===== config.mk =====
export PLATFORM = sky130hd
export DESIGN_NAME = uart_rx_ctrl
export DESIGN_NICKNAME = d
export VERILOG_FILES = /design/src/rtl/uart_pkg.sv /design/src/rtl/uart_sync_edge.sv /design/src/rtl/uart_rx_ctrl.sv
export SDC_FILE = /design/constraint.sdc
export NUM_CORES = 1
export LEC_CHECK = 0
export ABC_AREA = 1
export BUFFER_PORTS_ARGS = -buffer_cell sky130_fd_sc_hd__buf_2
export CAP_MARGIN = 20
export CELL_PAD_IN_SITES_DETAIL_PLACEMENT = 1
export CELL_PAD_IN_SITES_GLOBAL_PLACEMENT = 2
export CORE_UTILIZATION = 33
export CTS_BUF_LIST = sky130_fd_sc_hd__clkbuf_8
export DETAILED_ROUTE_END_ITERATION = 8
export MAX_ROUTING_LAYER = met4
export PLACE_DENSITY = 0.84
export SYNTH_ARGS = -nofsm -noshare
export SYNTH_HDL_FRONTEND = slang
export SYNTH_HIERARCHICAL = 1
export SYNTH_SLANG_ARGS = --single-unit

===== constraint.sdc =====
create_clock -name clk -period 1.3 [get_ports clk]
set_clock_uncertainty 0.05 [all_clocks]
set_input_delay 0.13 -clock clk [delete_from_list [all_inputs] [get_ports clk]]
set_output_delay 0.13 -clock clk [all_outputs]
set_load 0.01 [all_outputs]

===== src/rtl/uart_pkg.sv =====
// Shared UART receive definitions: FSM state encoding and default frame width.
package uart_pkg;

  localparam int DATA_BITS_DEF = 8;

  typedef enum logic [2:0] {
    IDLE,
    START,
    DATA,
    STOP,
    BREAK
  } rx_state_t;

endpackage


===== src/rtl/uart_sync_edge.sv =====
// rxd metastability synchroniser with a registered falling-edge detector.
module uart_sync_edge #(
  parameter int SYNC_STAGES = 2
) (
  input  logic clk,
  input  logic rst_n,
  input  logic rxd,
  output logic rxd_s,
  output logic fall
);

  logic [SYNC_STAGES-1:0] sync_q;
  logic                   rxd_d;

  // Reset to the idle-high line level so releasing reset never fakes a start edge.
  always_ff @(posedge clk or negedge rst_n) begin
    if (!rst_n) begin
      sync_q <= '1;
      rxd_d  <= 1'b1;
    end else begin
      sync_q <= {sync_q[SYNC_STAGES-2:0], rxd};
      rxd_d  <= sync_q[SYNC_STAGES-1];
    end
  end

  assign rxd_s = sync_q[SYNC_STAGES-1];
  assign fall  = rxd_d & ~rxd_s;

endmodule


===== src/rtl/uart_rx_ctrl.sv =====
// UART receive controller: frames bits on clk_bps strobes and buffers one byte
// behind a valid/ready handshake.
//
// state | meaning
// IDLE  | line idle, waiting for a falling edge of rxd_s
// START | divider running, confirm start bit at first strobe
// DATA  | shift DATA_BITS data bits in, LSB first
// STOP  | sample stop bit; load buffer, flag overrun or flag framing error
// BREAK | line held low after a bad stop bit, wait for it to return high
module uart_rx_ctrl
  import uart_pkg::*;
#(
  parameter int DATA_BITS   = DATA_BITS_DEF,
  parameter int SYNC_STAGES = 2
) (
  input  logic                 clk,
  input  logic                 rst_n,
  input  logic                 rxd,
  input  logic                 clk_bps,
  output logic                 bps_start,
  output logic [DATA_BITS-1:0] rx_data,
  output logic                 rx_valid,
  input  logic                 rx_ready,
  output logic                 frame_err,
  output logic                 overrun_err
);

  localparam int CNT_W = $clog2(DATA_BITS + 1);

  rx_state_t            state;
  logic [CNT_W-1:0]     bit_cnt;
  logic [DATA_BITS-1:0] shift_q;
  logic                 bps_d;
  logic                 strobe;
  logic                 rxd_s;
  logic                 rxd_fall;

  uart_sync_edge #(
    .SYNC_STAGES(SYNC_STAGES)
  ) u_sync_edge (
    .clk  (clk),
    .rst_n(rst_n),
    .rxd  (rxd),
    .rxd_s(rxd_s),
    .fall (rxd_fall)
  );

  always_ff @(posedge clk or negedge rst_n) begin
    if (!rst_n) bps_d <= 1'b0;
    else        bps_d <= clk_bps;
  end

  assign strobe = clk_bps & ~bps_d;

  always_ff @(posedge clk or negedge rst_n) begin
    if (!rst_n) begin
      state       <= IDLE;
      bps_start   <= 1'b0;
      bit_cnt     <= '0;
      shift_q     <= '0;
      rx_data     <= '0;
      rx_valid    <= 1'b0;
      frame_err   <= 1'b0;
      overrun_err <= 1'b0;
    end else begin
      frame_err   <= 1'b0;
      overrun_err <= 1'b0;
      // A load in STOP below overrides this clear, keeping valid high with new data.
      if (rx_valid && rx_ready) rx_valid <= 1'b0;

      case (state)
        IDLE: begin
          if (rxd_fall) begin
            state     <= START;
            bps_start <= 1'b1;
          end
        end
        START: begin
          if (strobe) begin
            if (rxd_s) begin
              state     <= IDLE;
              bps_start <= 1'b0;
            end else begin
              bit_cnt <= '0;
              state   <= DATA;
            end
          end
        end
        DATA: begin
          if (strobe) begin
            shift_q <= {rxd_s, shift_q[DATA_BITS-1:1]};
            bit_cnt <= bit_cnt + CNT_W'(1);
            if (bit_cnt == CNT_W'(DATA_BITS - 1)) state <= STOP;
          end
        end
        STOP: begin
          if (strobe) begin
            bps_start <= 1'b0;
            if (rxd_s) begin
              state <= IDLE;
              if (!rx_valid || rx_ready) begin
                rx_data  <= shift_q;
                rx_valid <= 1'b1;
              end else begin
                overrun_err <= 1'b1;
              end
            end else begin
              frame_err <= 1'b1;
              state     <= BREAK;
            end
          end
        end
        BREAK: begin
          if (rxd_s) state <= IDLE;
        end
        default: begin
          state     <= IDLE;
          bps_start <= 1'b0;
        end
      endcase
    end
  end

endmodule


**Word-level counts from Yosys, hierarchy flattened**

Index checks and enable logic that the tools add are counted.

- Flip-flop bits (word level): 31
- Bits in latches: 0
- Bits in writable memories: 0
- ROM bits: 0
- Word-level logic and storage cells: 71
- Memories: 0

- Add/subtract/negate cells: 1
- $mul: 0
- Div/mod/pow operators: 0
- $lt $le $gt $ge: 0
- Eq/ne operators: 13
- Shifts and indexed selects: 0
- Mux-type cells: 30
- Bitwise gates (word level): 5
- Reductions and logical operators: 11

Operators by type and width:

| cell | count |
|---|---|
| $mux W3 | 7 |
| $mux W1 | 16 |
| $pmux W3 S5 | 1 |
| $mux W4 | 3 |
| $ne A2 B2 Y1 const B | 6 |
| $pmux W4 S2 | 1 |
| $reduce_and A4 Y1 | 2 |
| $eq A3 B2 Y1 const B | 2 |
| $reduce_and A6 Y1 | 1 |
| $reduce_and A5 Y1 | 1 |
| $add A4 B1 Y4 const B | 1 |
| $eq A4 B3 Y1 const B | 1 |
| $ne A2 B1 Y1 const B | 2 |
| $pmux W1 S4 | 1 |
| $eq A3 B1 Y1 const B | 1 |
| $eq A3 B3 Y1 const B | 1 |
| $logic_not A3 Y1 | 1 |
| $not A1 Y1 | 3 |
| $and A1 B1 Y1 | 2 |
| $mux W2 | 1 |
| $reduce_and A2 Y1 | 1 |
| $reduce_bool A2 Y1 | 1 |
| $reduce_or A2 Y1 | 1 |
| $logic_and A1 B1 Y1 | 1 |
| 2 further kinds | 2 |

**Longest topological paths before layout**

- Depth after elaboration: 6
- Depth in mapped cells: 9
- Depth with buffers taken out: 9

**Modules after synthesis**

The synthesis kept the hierarchy.

By module, submodules not included:

| module | times used | cells each | area each (um^2) | seq. area each (um^2) |
|---|---|---|---|---|
| uart_rx_ctrl | 1 | 140 | 1278.7 | 700.7 |
| uart_sync_edge | 1 | 5 | 88.8 | 78.8 |

**Worst setup path before layout**

No wires, ideal clock.

- Kind: reg2reg
- Start: register u_sync_edge.sync_q[1]
- End: register rx_data[3]
- Setup time: 0.117 ns
- Arrival time: 1.138 ns
- Path slack: -0.005 ns
- Cell stages (with the launch flop): 7
- Buffers on the path: 1
- Path through: dfstp_2 inv_1 nor2_2 nand3_4 buf_6 nand2_2 o21ai_2

- Word-level cells in the longest chain between the ends: 1

Ends and longest elaborated chain:

| what | line | RTL |
|---|---|---|
| start: declaration | uart_sync_edge.sv:12 | `logic [SYNC_STAGES-1:0] sync_q;` |
| start signal: assignment | uart_sync_edge.sv:21 | `sync_q <= {sync_q[SYNC_STAGES-2:0], rxd};` |
| $reduce_and A4 Y1 (no source line) | n/a |  |
| end signal: assignment | uart_rx_ctrl.sv:102 | `rx_data <= shift_q;` |
| end: declaration | uart_rx_ctrl.sv:21 | `output logic [DATA_BITS-1:0] rx_data,` |

No other way between the ends.
A chain may end at the register's enable or synchronous reset.

**Worst setup path after layout**

- Start: register state[2]
- End: register rx_data[3]

- Word-level cells in the longest chain between the ends: 2

Ends and longest elaborated chain:

| what | line | RTL |
|---|---|---|
| start: declaration | uart_rx_ctrl.sv:30 | `rx_state_t state;` |
| start signal: assignment | uart_rx_ctrl.sv:57 | `state <= IDLE;` |
| start signal: assignment | uart_rx_ctrl.sv:74 | `state <= START;` |
| start signal: assignment | uart_rx_ctrl.sv:81 | `state <= IDLE;` |
| $eq A3 B2 Y1 | uart_rx_ctrl.sv:71 | `case (state)` |
| $reduce_and A4 Y1 (no source line) | n/a |  |

No other way between the ends.

==> reports/results.tsv <==
metric	value	unit
grt_pass1_wl	5.623	mm
final_util	49.98	%
die_area	4406	sq um
num_vias	1124	
viasPerCell	4.645	
cts.sinks	31	
rows	23	
ant_nets	0	
dp.cells	218	
area_delta_synth_final	46.20	%
io_buffer_count	16	
violations	setup timing	
ys_ff_latch	31	
syn-cell-area	1368	sq um
drv_slew	0	
dr.pass1.iters	4	
slew_headroom	75.65	%
drv_cap	0	
synth.top_cells.by_count	nand2_1, dfrtp_1, inv_1	
layout_setup_ws	-0.06117	ns
cellLeakagePower	0.9965	nW
reg2reg_from	state[2]	
grt_pass1_vias	1217	
numCtsBuffers	5	
final_cells	242	
r2r_cells	4	
worst_hold_path_type	in2reg	
multi_input_area	611.8	sq um
drive_above_1_share	56.77	%
yosysWarnings	6	
routed_wl	3.503	mm
dp_slack	-0.1054	ns
nNetsFinal	197	
clock.fmax	734.7	MHz
placed_area	1580	sq um
cts_root_buffer	clkbuf_8	
initial_core_util	34.19	%
syn_nets	151	
synthDistinctLibCells	19	
status	finished, violations left	
fin_crit_sh	104.7	%
drc_errors	0	
synth_area_leaders	dfrtp_1, nand2_1, o21ai_2	
startpoint_type	flop	
antenna_cells	0	
hold_violations	0	
synth.yosys.seq_area_share	57.00	%
worstPathMaxFanout	8	
p_per_area	1960	nW/um^2
yosysMostFrequentCell	nand2_1	
ff_latch_area	782.0	sq um
synth_enable_flop_cells	0	
finalCriticalPeriod	1.361	ns
cts_tree	built	
holdWs	0.2097	ns
power	3.918	mW
setup_tns	-0.8670	ns
grt_max_degree	20	
grt_use_total	18.12	%
die_height	66.38	um
arrival	1.50	ns
min_path_cells	4	
worstMarginPinSlew	0.3652	ns
die_width	66.38	um
setup_viol	24	
rsz0062_at_grt	true	
r2r_setup_slack	-0.06	ns
num_io_pins	17	
drt-initial-drc-count	27	
hold_path_end	overrun_err	
grt_antenna_before_repair	0	
peakVddDrop	0.9923	mV
setup.worst_path.class	reg2reg	
synth_top_flop_cell	dfrtp_1	
yosysTopAreaCell	dfrtp_1	
async_flop_share	100.0	%
netlist.area_leader.share	51.24	%
overflow	0	
cts_buffer_depth	2	
r2r_end	rx_data[3]	
path_clk_slew	0.07	ns
syn_area_per_cell	9.431	sq um
core-area	4000	sq um
critical_path.endpoint_type	flop	
insertion_delay	0.29	ns
crit_required	1.44	ns
fillers	456	
min_from	rx_ready	
cts_htree_levels	2	
final_cell_area	1999	sq um
dp_hpwl	2.202	mm
gp_congestion	0.7387	
syn_inst	145	
wl_per_cell	14.48	um
placed cells by master, fill, tap and decap left out, types with 6 or more instances in the layout:
| master | n |
|---|---|
| dfrtp_1 | 26 |
| nand2_1 | 21 |
| o21ai_2 | 20 |
| nand2_2 | 17 |
| buf_2 | 16 |
| inv_1 | 15 |
| buf_4 | 13 |
| nor2_1 | 7 |
| inv_2 | 7 |
| nand3_1 | 6 |
| buf_6 | 6 |
power breakdown:
group	switching (mW)	leakage (nW)	internal (mW)
clock network	0.400	0.0581	0.570
logic	0.815	0.550	0.653
registers	0.213	0.388	1.27
cell type report:
cell class                 instances  share of cell area, %
timing repair buffer              41                  17.40
sequential                        31                  39.11
clock inverter                     3                  2.190
tap                               50                  3.129
inverter                          22                  4.130
clock buffer                       5                  3.442
multi-input combinational         90                  30.60
per-layer routing:
| metal | vias to the layer above | track usage (%) | part of all wire (%) |
|---|---|---|---|
| li1 | 543 | - | - |
| met4 | 0 | 4.787 | 0.91 |
| met3 | 3 | 6.207 | 3.4 |
| met1 | 563 | 19.24 | 41 |
| met5 | - | - | 0 |
| met2 | 15 | 32.02 | 55 |
worst max-delay path, cell delays in order, from the launching register on:
cell and delay (ns):
dfrtp_2 0.47, nor3_4 0.34, nand3_4 0.22, nand2_2 0.12
o21ai_2 0.05
logic make-up after synthesis:
kind of cell | after synthesis | synth area share (%)
AOI/OAI and AO/OA | 21 | 10.70
DFF | 31 | 57.00
buffers and inverters | 25 | 8.234
and+or+nand+nor | 67 | 23.15
adders and majority gates | 1 | 0.9148
flip-flops by register name, summed over array words and instances, names as in the netlist:
register,flops
rx_valid,1
bps_start,1
bit_cnt,4
shift_q,8
u_sync_edge/rxd_d,1
frame_err,1
state,3
overrun_err,1
rx_data,8
u_sync_edge/sync_q,2
bps_d,1
worst max path at each step:
stage,from,end,slack (ns),cells after the start
after detailed placement,state[2],bit_cnt[2],-0.11,7
after CTS,bps_d,bit_cnt[2],-0.04,8
after global placement,state[2],bit_cnt[3],-0.03,7
after global routing,state[2],state[2],-0.14,5
after floorplan,u_sync_edge/sync_q[1],rx_data[3],0.02,6
final,state[2],rx_data[3],-0.06,4
repair_timing:
action                     in CTS  in global routing
gates cloned                    3                  1
setup buffers                   5                  6
hold buffers                    3                  0
hold endpoints to repair       24                  0
setup endpoints to repair      20                 26
gates resized for setup        27                 23
pin swaps                       5                  7
Note: power is estimated with default switching activity, not from simulation.
